## src/rtl/mul_pkg.sv

```systemverilog
// -----------------------------------------------------------------------------
// mul_pkg
//   Shared definitions for the shift-and-add multiplier.
//   - state_t    : controller states (IDLE, RUN, DONE)
//   - cnt_width(): bit width of an iteration counter that must count 0..W
// -----------------------------------------------------------------------------
package mul_pkg;

    typedef enum logic [1:0] {
        IDLE = 2'd0,
        RUN  = 2'd1,
        DONE = 2'd2
    } state_t;

    // Width of a counter able to hold the value w (iteration counts 0..w).
    function automatic int cnt_width(input int w);
        return $clog2(w + 1);
    endfunction

endpackage : mul_pkg

```

## src/rtl/mag_conv.sv

```systemverilog
// -----------------------------------------------------------------------------
// mag_conv
//   Combinational sign/magnitude conditioning, width N.
//   The value is negated (two's complement, N bits) when it is a negative
//   signed number (sgn=1 and MSB set), XOR-ed with an explicit flip request.
//   Operand conditioning uses flip=0; the final result negation uses sgn=0
//   and drives flip with the recorded result sign.
//
//   Ports:
//     value [N-1:0] in  : input value
//     sgn           in  : 1 = treat value as two's complement
//     flip          in  : force an extra negation
//     mag   [N-1:0] out : conditioned value (magnitude for operands)
//     sign          out : 1 when mag is the negation of value
// -----------------------------------------------------------------------------
module mag_conv #(
    parameter int N = 4
) (
    input  logic [N-1:0] value,
    input  logic         sgn,
    input  logic         flip,
    output logic [N-1:0] mag,
    output logic         sign
);

    logic negate;

    assign negate = (sgn & value[N-1]) ^ flip;
    // -2^(N-1) maps onto itself, which read unsigned is exactly 2^(N-1).
    // Negating zero yields zero, so a zero product stays zero.
    assign mag    = negate ? (~value + N'(1)) : value;
    assign sign   = negate;

endmodule : mag_conv

```

## src/rtl/shift_add_mul.sv

```systemverilog
// -----------------------------------------------------------------------------
// shift_add_mul
//   Sequential W x W -> 2W multiplier, unsigned or two's complement per
//   operation. Operands are captured on start; the product is formed by
//   shift-and-add over W RUN cycles, then presented with a one-cycle done.
//
//   Handshake: start is only looked at in IDLE or DONE. An accepted start
//   captures a, b and sgn; nothing else about the inputs matters afterwards.
//   busy is high exactly in the W RUN cycles; done is high for the single
//   cycle following RUN, and z holds its value from that cycle until the next
//   done (or reset). Holding start high in DONE chains operations
//   back-to-back, one result every W+1 cycles.
//
//   Ports:
//     clk             in  : clock, rising edge
//     rst_n           in  : synchronous active-low reset
//     start           in  : request strobe
//     sgn             in  : 1 = two's-complement operands
//     a, b    [W-1:0] in  : multiplicand, multiplier
//     z     [2W-1:0]  out : registered product
//     busy            out : operation in progress (RUN)
//     done            out : one-cycle pulse when z updates
//     dbg_state [1:0] out : current controller state (state_t encoding)
// -----------------------------------------------------------------------------
module shift_add_mul
    import mul_pkg::*;
#(
    parameter int W = 4
) (
    input  logic             clk,
    input  logic             rst_n,
    input  logic             start,
    input  logic             sgn,
    input  logic [W-1:0]     a,
    input  logic [W-1:0]     b,
    output logic [2*W-1:0]   z,
    output logic             busy,
    output logic             done,
    output logic [1:0]       dbg_state
);

    localparam int CW = cnt_width(W);

    state_t            state_q, state_d;
    logic [CW-1:0]     cnt_q;
    logic [2*W-1:0]    mcand_q;
    logic [W-1:0]      mplier_q;
    logic [2*W-1:0]    acc_q;
    logic              neg_q;
    logic [2*W-1:0]    z_q;

    logic              accept;
    logic              last;
    logic [2*W-1:0]    acc_sum;

    logic [W-1:0]      a_mag, b_mag;
    logic              a_sign, b_sign;
    logic [2*W-1:0]    z_conv;
    logic              z_negated;

    // Operand conditioning: magnitudes plus per-operand sign.
    mag_conv #(.N(W)) u_mag_a (
        .value (a),
        .sgn   (sgn),
        .flip  (1'b0),
        .mag   (a_mag),
        .sign  (a_sign)
    );

    mag_conv #(.N(W)) u_mag_b (
        .value (b),
        .sgn   (sgn),
        .flip  (1'b0),
        .mag   (b_mag),
        .sign  (b_sign)
    );

    // Final conditional negation of the completed accumulator. neg_q is only
    // ever set for signed operations, so unsigned results pass straight through.
    mag_conv #(.N(2 * W)) u_neg_z (
        .value (acc_sum),
        .sgn   (1'b0),
        .flip  (neg_q),
        .mag   (z_conv),
        .sign  (z_negated)
    );

    // Accumulator value after this cycle's conditional add.
    assign acc_sum = acc_q + (mplier_q[0] ? mcand_q : '0);

    // Next-state logic.
    always_comb begin
        state_d = state_q;
        accept  = 1'b0;
        last    = 1'b0;
        case (state_q)
            IDLE: begin
                if (start) begin
                    accept  = 1'b1;
                    state_d = RUN;
                end
            end
            RUN: begin
                if (cnt_q == CW'(W - 1)) begin
                    last    = 1'b1;
                    state_d = DONE;
                end
            end
            DONE: begin
                if (start) begin
                    accept  = 1'b1;
                    state_d = RUN;
                end else begin
                    state_d = IDLE;
                end
            end
            default: begin
                state_d = IDLE;
            end
        endcase
    end

    // State register and datapath.
    always_ff @(posedge clk) begin
        if (!rst_n) begin
            state_q  <= IDLE;
            cnt_q    <= '0;
            mcand_q  <= '0;
            mplier_q <= '0;
            acc_q    <= '0;
            neg_q    <= 1'b0;
            z_q      <= '0;
        end else begin
            state_q <= state_d;
            if (accept) begin
                cnt_q    <= '0;
                mcand_q  <= {{W{1'b0}}, a_mag};
                mplier_q <= b_mag;
                acc_q    <= '0;
                neg_q    <= a_sign ^ b_sign;
            end else if (state_q == RUN) begin
                cnt_q    <= cnt_q + CW'(1);
                mcand_q  <= mcand_q << 1;
                mplier_q <= mplier_q >> 1;
                acc_q    <= acc_sum;
                if (last) begin
                    z_q <= z_negated ? z_conv : acc_sum;
                end
            end
        end
    end

    assign z         = z_q;
    assign busy      = (state_q == RUN);
    assign done      = (state_q == DONE);
    assign dbg_state = state_q;

endmodule : shift_add_mul

```

## config.mk

```make
export PLATFORM = sky130hd
export DESIGN_NAME = shift_add_mul
export DESIGN_NICKNAME = d
export VERILOG_FILES = /design/src/rtl/mul_pkg.sv /design/src/rtl/mag_conv.sv /design/src/rtl/shift_add_mul.sv
export SDC_FILE = /design/constraint.sdc
export NUM_CORES = 1
export LEC_CHECK = 0
export ABC_AREA = 1
export CAP_MARGIN = 20
export CORE_MARGIN = 3
export CORE_UTILIZATION = 55
export CTS_CLUSTER_SIZE = 14
export DETAILED_ROUTE_END_ITERATION = 7
export PLACE_DENSITY = 0.79
export SLEW_MARGIN = 15
export SYNTH_ARGS = -nofsm -noshare
export SYNTH_HDL_FRONTEND = slang
export SYNTH_SLANG_ARGS = --single-unit
```

## constraint.sdc

```tcl
create_clock -name clk -period 2.86 [get_ports clk]
set_clock_uncertainty 0.2 [all_clocks]
set_input_delay 0.572 -clock clk [delete_from_list [all_inputs] [get_ports clk]]
set_output_delay 0.572 -clock clk [all_outputs]
set_load 0.03 [all_outputs]
```

==> flow_summary_export.csv, run 1 <==
group,metric,value,unit
die,die_width,66.4,um
clock_network,cts_root_buf,"clkbuf_4",
sta,fin_setup_tns,0,ns
place,dp_hpwl,3.26,mm
sta,worstMarginPinSlew,0.408,ns
critical_path,critPathSlowestCell,"clkdlybuf4s50_1",
routing,drtIter0Drc,175,
final_layout,finalNetCount,335,
global_route,grt_pass1_vias,1762,
final_layout,n_fill_cell,296,
yosys,yosysTopAreaCell,"dfxtp_1",
critical_path,worstSetupEndpointType,"output port",
yosys,synth.avg_cell_area,7.09,um^2
sta,finalCriticalPeriod,2.49,ns
sta,maxSlewViolCount,0,
clock_network,cts_buffer_depth,2,
critical_path,crit_family,"buffers and inverters",
routing,ant_nets,0,
flow_run,cap_viol_max_count,0,
final_layout,drive_gt1_share,9.32,%
critical_path,crit_start,"dbg_state[0]",
critical_path,r2r-start,"mplier_q[0]",
sta,finalSetupViolCount,0,
place,gp_congestion,0.870,
yosys,synth.yosys.warnings,0,
yosys,synthesis.nets,308,
yosys,syn_area,2010,um^2
die,core_area,3420,um^2
critical_path,worstSetupStartpointType,"register",
sta,rsz0062_at_grt,"false",
critical_path,critPathKind,"reg -> out",
final_layout,area_growth_syn_to_layout,17.1,%
routing,wl_per_cell,11.9,um
routing,routed_wl,4.24,mm
clock_network,hold_buffers,0,
clock_network,cts_resized,0,
worst_hold_path,min_from,"cnt_q[1]",
die,dieArea,4410,um^2
global_route,grt_first_pass_wirelength,7.70,mm
clock_network,cts_made_buffers,5,
sta,max_freq,402,MHz
die,rows,21,
die,initial_core_util,58.7,%
critical_path,worstPathMaxFanout,3,
yosys,synthesis.instances,283,
sta,timing.hold.ws,0.273,ns
yosys,synth.area.top_cells,"dfxtp_1 (34%), nand2_1 (13%), inv_1 (7.9%)",
yosys,synth_cell_types,32,
critical_path,path_buf_inv,2,
routing,vias,1847,
power_and_ir_drop,powerDensity,425,nW/um^2
global_route,overflow,0,
critical_path,max_stage_delay,0.73,ns
critical_path,crit_chain,"inv_1 > nor2_1 > clkdlybuf4s50_1",
routing,via_per_inst,5.17,
routing,drc,0,
clock_network,cts_max_level,2,
yosys,ys_ff_latch,34,
sta,fin_crit_sh,87.1,%
critical_path,worstPathArrival,1.72,ns
critical_path,required,2.09,ns
global_route,antenna_found_initial,0,
clock_network,clk_latency,0.33,ns
sta,slew_headroom,72.8,%
routing,dr.pass1.iters,4,
global_route,grt_usage,22.7,%
sta,hold_viol_final,0,
status,status,"complete, no violations",
clock_network,tritoncts,"done",
clock_network,cts_setup_buffers,0,
power_and_ir_drop,p_leak,1.14,nW
power_and_ir_drop,peakVddDrop,0.345,mV
die,die_h,66.4,um
place,port_buffers,23,
yosys,synth_top_area_share,33.9,%
clock_network,clkTransAtPathRegs,0.10,ns
yosys,ys_seq_area_share,33.9,%
clock_network,clkSinkCount,34,
die,ios,24,
final_layout,antennaDiodeCount,0,
worst_hold_path,hold_path.class,"reg -> reg",
global_route,grt_max_degree,29,
worst min-delay path, cell delays in order (launching register included):
cell	delay, ns
dfxtp_1	0.32
nand2_1	0.06
a21oi_1	0.05
power breakdown:
group          internal (mW)  switching, mW  total, mW
registers              0.495         0.0175      0.513
logic                 0.0808          0.128      0.208
clock network          0.119          0.159      0.278
total                  0.695          0.304      0.999
cell usage in the layout, fill, tap and decap left out, drive strengths merged:
| cell type | instances |
|---|---|
| and2 | 1 |
| clkinv | 3 |
| o21bai | 1 |
| clkbuf | 7 |
| fa | 1 |
| nand3b | 1 |
| clkdlybuf4s50 | 23 |
| nand3 | 16 |
| o31ai | 1 |
| o21a | 4 |
| o2111ai | 1 |
| dfxtp | 34 |
| a31oi | 3 |
| nor3 | 3 |
| nand2 | 72 |
| nor2 | 16 |
| a21oi | 27 |
| o221ai | 2 |
| ha | 12 |
| buf | 4 |
| o211ai | 5 |
| a211oi | 1 |
| o21ai | 24 |
| xor2 | 5 |
| inv | 44 |
Yosys cell counts:
cell type,number
and2_1,1
clkbuf_1,4
nand2_4,2
nand2_1,67
nor2_1,13
inv_1,42
a31oi_1,3
o21ai_0,24
nand3_2,5
nor3_1,2
nand3_1,11
inv_2,2
a211oi_1,1
nor3_4,1
nand3b_1,1
o221ai_1,2
o31ai_1,1
clkinv_1,2
o211ai_1,5
nand2_2,3
fa_1,1
o2111ai_1,1
a21oi_1,25
ha_1,12
dfxtp_1,34
xor2_1,5
o21bai_1,1
a21oi_2,2
nor2_2,3
o21a_1,4
buf_4,2
buf_2,1
stage by stage:
stage                     worst slack (ns)  cell area (um^2)  util [%]  power, mW  cells
final                                0.370              2350      68.8      0.999    357
after global routing                 0.187              2350      68.8       1.06    357
after CTS                            0.333              2350      68.8       1.01    357
after detailed placement             0.414              2290      67.0      0.730    349
after global placement               0.492              2290      67.0      0.728    349
after floorplan                      0.580              2010         -      0.669    283
final timing paths:
path / end / slack (ns) / cells after the start
worst min register to register: cnt_q[1] / 0.27 / 2
worst max register to register: z[6] / 0.40 / 13
worst min-delay path: cnt_q[1] / 0.27 / 2
worst max-delay path: busy / 0.37 / 3
cells by family after synthesis:
kind of cell             share of synthesized area (%)
buffers and inverters                             10.4
XOR/XNOR                                          2.18
flip-flops                                        33.9
AO/OA/AOI/OAI                                     19.8
adder cells (fa/ha/maj)                           8.48
AND/OR/NAND/NOR                                   25.2
metal layers:
layer / wire length, um / GRT usage, %
met2: 1960 / 36.3
met4: 67 / 9.14
met5: 0 / 0
met3: 191 / 5.78
met1: 2020 / 28.9
flip-flops by register name (all words and copies together), names as in the netlist:
register and count:
acc_q 8, cnt_q 3, dbg_state 2, mcand_q 8, mplier_q 4, neg_q 1, z 8
cell type report:
cell class | count | area (um^2) | area share (%)
clock inverters | 1 | 5.00 | 0.213
inverters | 46 | 173 | 7.35
well taps | 46 | 57.6 | 2.45
repair buffers | 27 | 260 | 11.1
clock buffers | 7 | 55.1 | 2.34
multi-input cells | 196 | 1120 | 47.6
flip-flops and latches | 34 | 681 | 29.0
(Power assumes the default switching activity.)
==> inputs of run 2 (changes only) <==
--- a/config.mk
+++ b/config.mk
@@ -8,10 +8,10 @@
 export ABC_AREA = 1
 export CAP_MARGIN = 20
 export CORE_MARGIN = 3
-export CORE_UTILIZATION = 55
+export CORE_UTILIZATION = 51
 export CTS_CLUSTER_SIZE = 14
 export DETAILED_ROUTE_END_ITERATION = 7
-export PLACE_DENSITY = 0.79
+export PLACE_DENSITY = 0.74
 export SLEW_MARGIN = 15
 export SYNTH_ARGS = -nofsm -noshare
 export SYNTH_HDL_FRONTEND = slang
==> flow_summary_export.csv, run 2 (synthesized netlist as in run 1, its figures left out) <==
group,metric,value,unit
status,status,"complete, no violations",
final_layout,area_growth_syn_to_layout,18.6,%
die,core_area,3720,um^2
global_route,grt_usage,20.1,%
sta,finalSetupViolCount,0,
worst_hold_path,min_from,"cnt_q[1]",
routing,via_per_inst,5.08,
clock_network,cts_made_buffers,5,
critical_path,worstPathMaxFanout,9,
worst_hold_path,whs_endpoint,"cnt_q[1]",
place,dp_hpwl,3.21,mm
clock_network,tritoncts,"done",
clock_network,cts_root_buf,"clkbuf_8",
flow_run,cap_viol_max_count,0,
critical_path,crit_top_cell,"inv_1",
final_layout,antennaDiodeCount,0,
power_and_ir_drop,p_leak,1.15,nW
clock_network,cts_setup_buffers,0,
sta,fin_crit_sh,85.5,%
critical_path,max_stage_delay,0.47,ns
critical_path,worstPathArrival,2.44,ns
die,ios,24,
worst_hold_path,hold_path.class,"reg -> reg",
critical_path,reg2reg_to,"z[6]",
critical_path,crit_chain,"nand2_1 > inv_1 > ha_1 > fa_1 > inv_1 > ha_1 > inv_1 > nor3_4 > nand3_2 > nand3_1 > nand3_1 > nand2_1 > inv_1",
die,die_h,68.7,um
worst_hold_path,holdPathStages,2,
critical_path,critPathKind,"reg -> reg",
place,gp_congestion,0.844,
sta,hold_viol_final,0,
global_route,grt_pass1_vias,1636,
critical_path,r2r_slack,0.41,ns
routing,ant_nets,0,
clock_network,cts_buffer_depth,2,
clock_network,clkTransAtPathRegs,0.07,ns
global_route,grt_first_pass_wirelength,7.04,mm
critical_path,required,2.85,ns
final_layout,fin_util,64.0,%
sta,finalCriticalPeriod,2.45,ns
clock_network,cts_resized,0,
power_and_ir_drop,peakVddDrop,0.253,mV
final_layout,final_common_cell,"nand2_1",
routing,drc,0,
routing,wl_per_cell,11.7,um
routing,drtIter0Drc,109,
routing,vias,1820,
power_and_ir_drop,power,1.09,mW
die,dieArea,4720,um^2
die,rows,22,
routing,dr.pass1.iters,4,
clock_network,cts_max_level,2,
clock_network,clk_latency,0.29,ns
place,port_buffers,23,
critical_path,worstSetupStartpointType,"register",
sta,slew_headroom,72.0,%
critical_path,ff2ff_path_depth,13,
critical_path,worstSetupEndpointType,"register",
clock_network,hold_buffers,0,
final_layout,drive_gt1_share,9.35,%
power_and_ir_drop,powerDensity,460,nW/um^2
critical_path,r2r-start,"mplier_q[0]",
sta,worstMarginPinSlew,0.420,ns
sta,maxSlewViolCount,0,
global_route,overflow,0,
die,die_width,68.7,um
sta,rsz0062_at_grt,"false",
die,initial_core_util,54.0,%
clock_network,clkSinkCount,34,
sta,fin_setup_tns,0,ns
global_route,grt_max_degree,29,
global_route,antenna_found_initial,0,
critical_path,critPathSlowestCell,"dfxtp_1",
final_layout,finalNetCount,334,
routing,routed_wl,4.20,mm
final_layout,most-common-layout-cells,"nand2_1 (67), inv_1 (42), dfxtp_1 (34)",
sta,max_freq,409,MHz
[run 2: layout make-up]
cell class	instances	area (um^2)
clock buffers	6	82.6
clock inverters	2	12.5
fillers	334	1340
inverters	46	173
multi-input cells	196	1120
flip-flops and latches	34	681
well taps	48	60.1
repair buffers	26	253
[run 2: how the worst max path moves through the flow]
stage          slack [ns]  cells after the start  endpoint        start
2_1_floorplan        0.58                     14      z[6]  mplier_q[0]
3_3_place_gp         0.48                     13      z[6]  mplier_q[0]
3_5_place_dp         0.42                     13      z[6]  mplier_q[0]
4_1_cts              0.41                     13      z[6]  mplier_q[0]
5_1_grt              0.14                     13      z[6]  mplier_q[0]
6_report             0.41                     13      z[6]  mplier_q[0]
[run 2: through the flow]
step | cell area, um^2 | hold WS (ns) | setup slack [ns] | cells
CTS | 2380 | 0.274 | 0.408 | 358
finish | 2380 | 0.272 | 0.414 | 358
global placement | 2280 | 0.256 | 0.477 | 350
floorplan | 2010 | 0.241 | 0.580 | 283
global route | 2380 | 0.304 | 0.141 | 358
detailed placement | 2280 | 0.266 | 0.425 | 350
[run 2: metal layers]
metal	track usage (%)	up-vias	wire length, um
met4	8.27	0	66
li1	-	975	-
met2	34.3	42	2020
met1	24.6	797	1920
met3	4.05	6	203
met5	0	-	0
[run 2: power breakdown]
group	switching (mW)	internal, mW	total, mW
sequential	0.0179	0.495	0.513
combinational	0.126	0.0793	0.205
clock	0.182	0.193	0.376
total	0.326	0.768	1.09
[run 2: critical path: cells and delay by family, from the launching register on]
| kind | cells | cell delay, ns |
|---|---|---|
| simple gates | 6 | 0.62 |
| buf+inv | 4 | 0.26 |
| fa+ha+maj | 3 | 0.80 |
| flops | 1 | 0.47 |
==> inputs of run 3 (changes only) <==
--- a/config.mk
+++ b/config.mk
@@ -6,6 +6,7 @@
 export NUM_CORES = 1
 export LEC_CHECK = 0
 export ABC_AREA = 1
+export ABC_CLOCK_PERIOD_IN_PS = 2800
 export CAP_MARGIN = 20
 export CORE_MARGIN = 3
 export CORE_UTILIZATION = 51
==> constraint.sdc (replaced) <==
create_clock -name clk -period 2.8 [get_ports clk]
set_clock_uncertainty 0.2 [all_clocks]
set_input_delay 0.56 -clock clk [delete_from_list [all_inputs] [get_ports clk]]
set_output_delay 0.56 -clock clk [all_outputs]
set_load 0.03 [all_outputs]
==> flow_summary_export.csv, run 3 (synthesized netlist as in run 1, its figures left out) <==
group,metric,value,unit
status,status,"complete, no violations",
routing,drc,0,
sta,finalSetupViolCount,0,
routing,routed_wl,4.29,mm
routing,via_per_inst,5.13,
clock_network,hold_buffers,0,
final_layout,area_growth_syn_to_layout,19.8,%
final_layout,fin_cells,358,
global_route,antenna_found_initial,0,
critical_path,worstSetupEndpointType,"register",
final_layout,antennaDiodeCount,0,
final_layout,n_fill_cell,324,
die,initial_core_util,54.0,%
die,rows,22,
critical_path,critPathKind,"reg -> reg",
place,dp_hpwl,3.23,mm
place,gp_congestion,0.850,
power_and_ir_drop,p_leak,1.16,nW
clock_network,tritoncts,"done",
sta,worstMarginPinSlew,0.373,ns
die,core_area,3720,um^2
final_layout,seq_area,681,um^2
clock_network,clk_latency,0.28,ns
critical_path,ff2ff_path_depth,13,
critical_path,worstSetupStartpointType,"register",
clock_network,cts_resized,0,
sta,fin_crit_sh,88.6,%
power_and_ir_drop,powerDensity,501,nW/um^2
worst_hold_path,hold_path.class,"reg -> reg",
place,port_buffers,23,
sta,slew_headroom,75.1,%
worst_hold_path,holdPathStages,2,
routing,vias,1838,
clock_network,cts_setup_buffers,0,
worst_hold_path,min_from,"mcand_q[7]",
final_layout,most-common-layout-cells,"nand2_1 (67), inv_1 (42), dfxtp_1 (34)",
clock_network,cts_max_level,2,
sta,hold_viol_final,0,
sta,finalCriticalPeriod,2.48,ns
critical_path,reg2reg_to,"z[6]",
worst_hold_path,whs_endpoint,"mcand_q[7]",
routing,dr.pass1.iters,4,
critical_path,r2r_slack,0.32,ns
final_layout,final_common_cell,"nand2_1",
power_and_ir_drop,peakVddDrop,0.315,mV
routing,ant_nets,0,
global_route,grt_pass1_vias,1644,
power_and_ir_drop,power,1.20,mW
critical_path,worstPathMaxFanout,9,
final_layout,finalNetCount,335,
clock_network,cts_root_buf,"clkbuf_8",
sta,fin_setup_tns,0,ns
flow_run,cap_viol_max_count,0,
global_route,grt_max_degree,29,
die,die_width,68.7,um
final_layout,drive_gt1_share,9.35,%
die,ios,24,
final_layout,fin_util,64.7,%
sta,maxSlewViolCount,0,
critical_path,worstPathArrival,2.47,ns
final_layout,multi_input_area,1120,um^2
global_route,grt_usage,20.4,%
clock_network,clkTransAtPathRegs,0.07,ns
critical_path,r2r-start,"mplier_q[0]",
clock_network,cts_buffer_depth,2,
global_route,overflow,0,
routing,wl_per_cell,12.0,um
clock_network,cts_made_buffers,5,
routing,drtIter0Drc,102,
sta,max_freq,403,MHz
sta,rsz0062_at_grt,"false",
die,die_h,68.7,um
critical_path,required,2.79,ns
clock_network,clkSinkCount,34,
die,dieArea,4720,um^2
place,place_inst,351,
global_route,grt_first_pass_wirelength,7.16,mm
run 3: cell count changes in the layout (fill, tap and decap cells not counted), sizes merged:
cell,change
buf,+1
bufinv,+1
clkinv,-1
clkinvlp,-1
run 3: worst max path at each step:
stage | from | endpoint | cells past startpoint
after floorplan | mplier_q[0] | z[6] | 14
after global placement | mplier_q[0] | z[6] | 13
after detailed placement | mplier_q[0] | z[6] | 13
after global routing | mplier_q[0] | z[6] | 13
after CTS | mplier_q[0] | z[6] | 13
final | mplier_q[0] | z[6] | 13
run 3: stage by stage:
step | area, um^2 | worst slack, ns | hold WS, ns
5_1_grt | 2400 | 0.0391 | 0.281
2_1_floorplan | 2010 | 0.520 | 0.241
3_3_place_gp | 2290 | 0.428 | 0.253
6_report | 2400 | 0.318 | 0.266
3_5_place_dp | 2290 | 0.336 | 0.260
4_1_cts | 2400 | 0.316 | 0.271
run 3: final cells by class:
cell class                 instances  share of cell area [%]
multi-input combinational        196                    46.5
sequential                        34                    28.3
timing repair buffer              27                    10.8
inverter                          46                    7.18
clock buffer                       6                    3.44
tap                               48                    2.50
clock inverter                     1                    1.25
run 3: power breakdown:
group / internal, mW / switching [mW]
Combinational: 0.0823 / 0.133
Sequential: 0.506 / 0.0178
Clock: 0.285 / 0.179
Total: 0.873 / 0.330
run 3: worst max-delay path: stages (launching register included):
cell     delay (ns)
dfxtp_1        0.47
nand2_1        0.09
inv_1          0.06
ha_1           0.19
fa_1           0.44
inv_1          0.11
ha_1           0.17
inv_1          0.07
nor3_4         0.23
nand3_2        0.10
nand3_1        0.08
nand3_1        0.07
nand2_1        0.07
inv_1          0.03
run 3: per-layer routing:
layer,GRT usage [%],wire (um),vias up
met5,0,0,-
met4,7.54,88,0
met3,3.89,99,7
met2,34.8,2020,25
met1,25.2,2080,824
li1,-,-,982
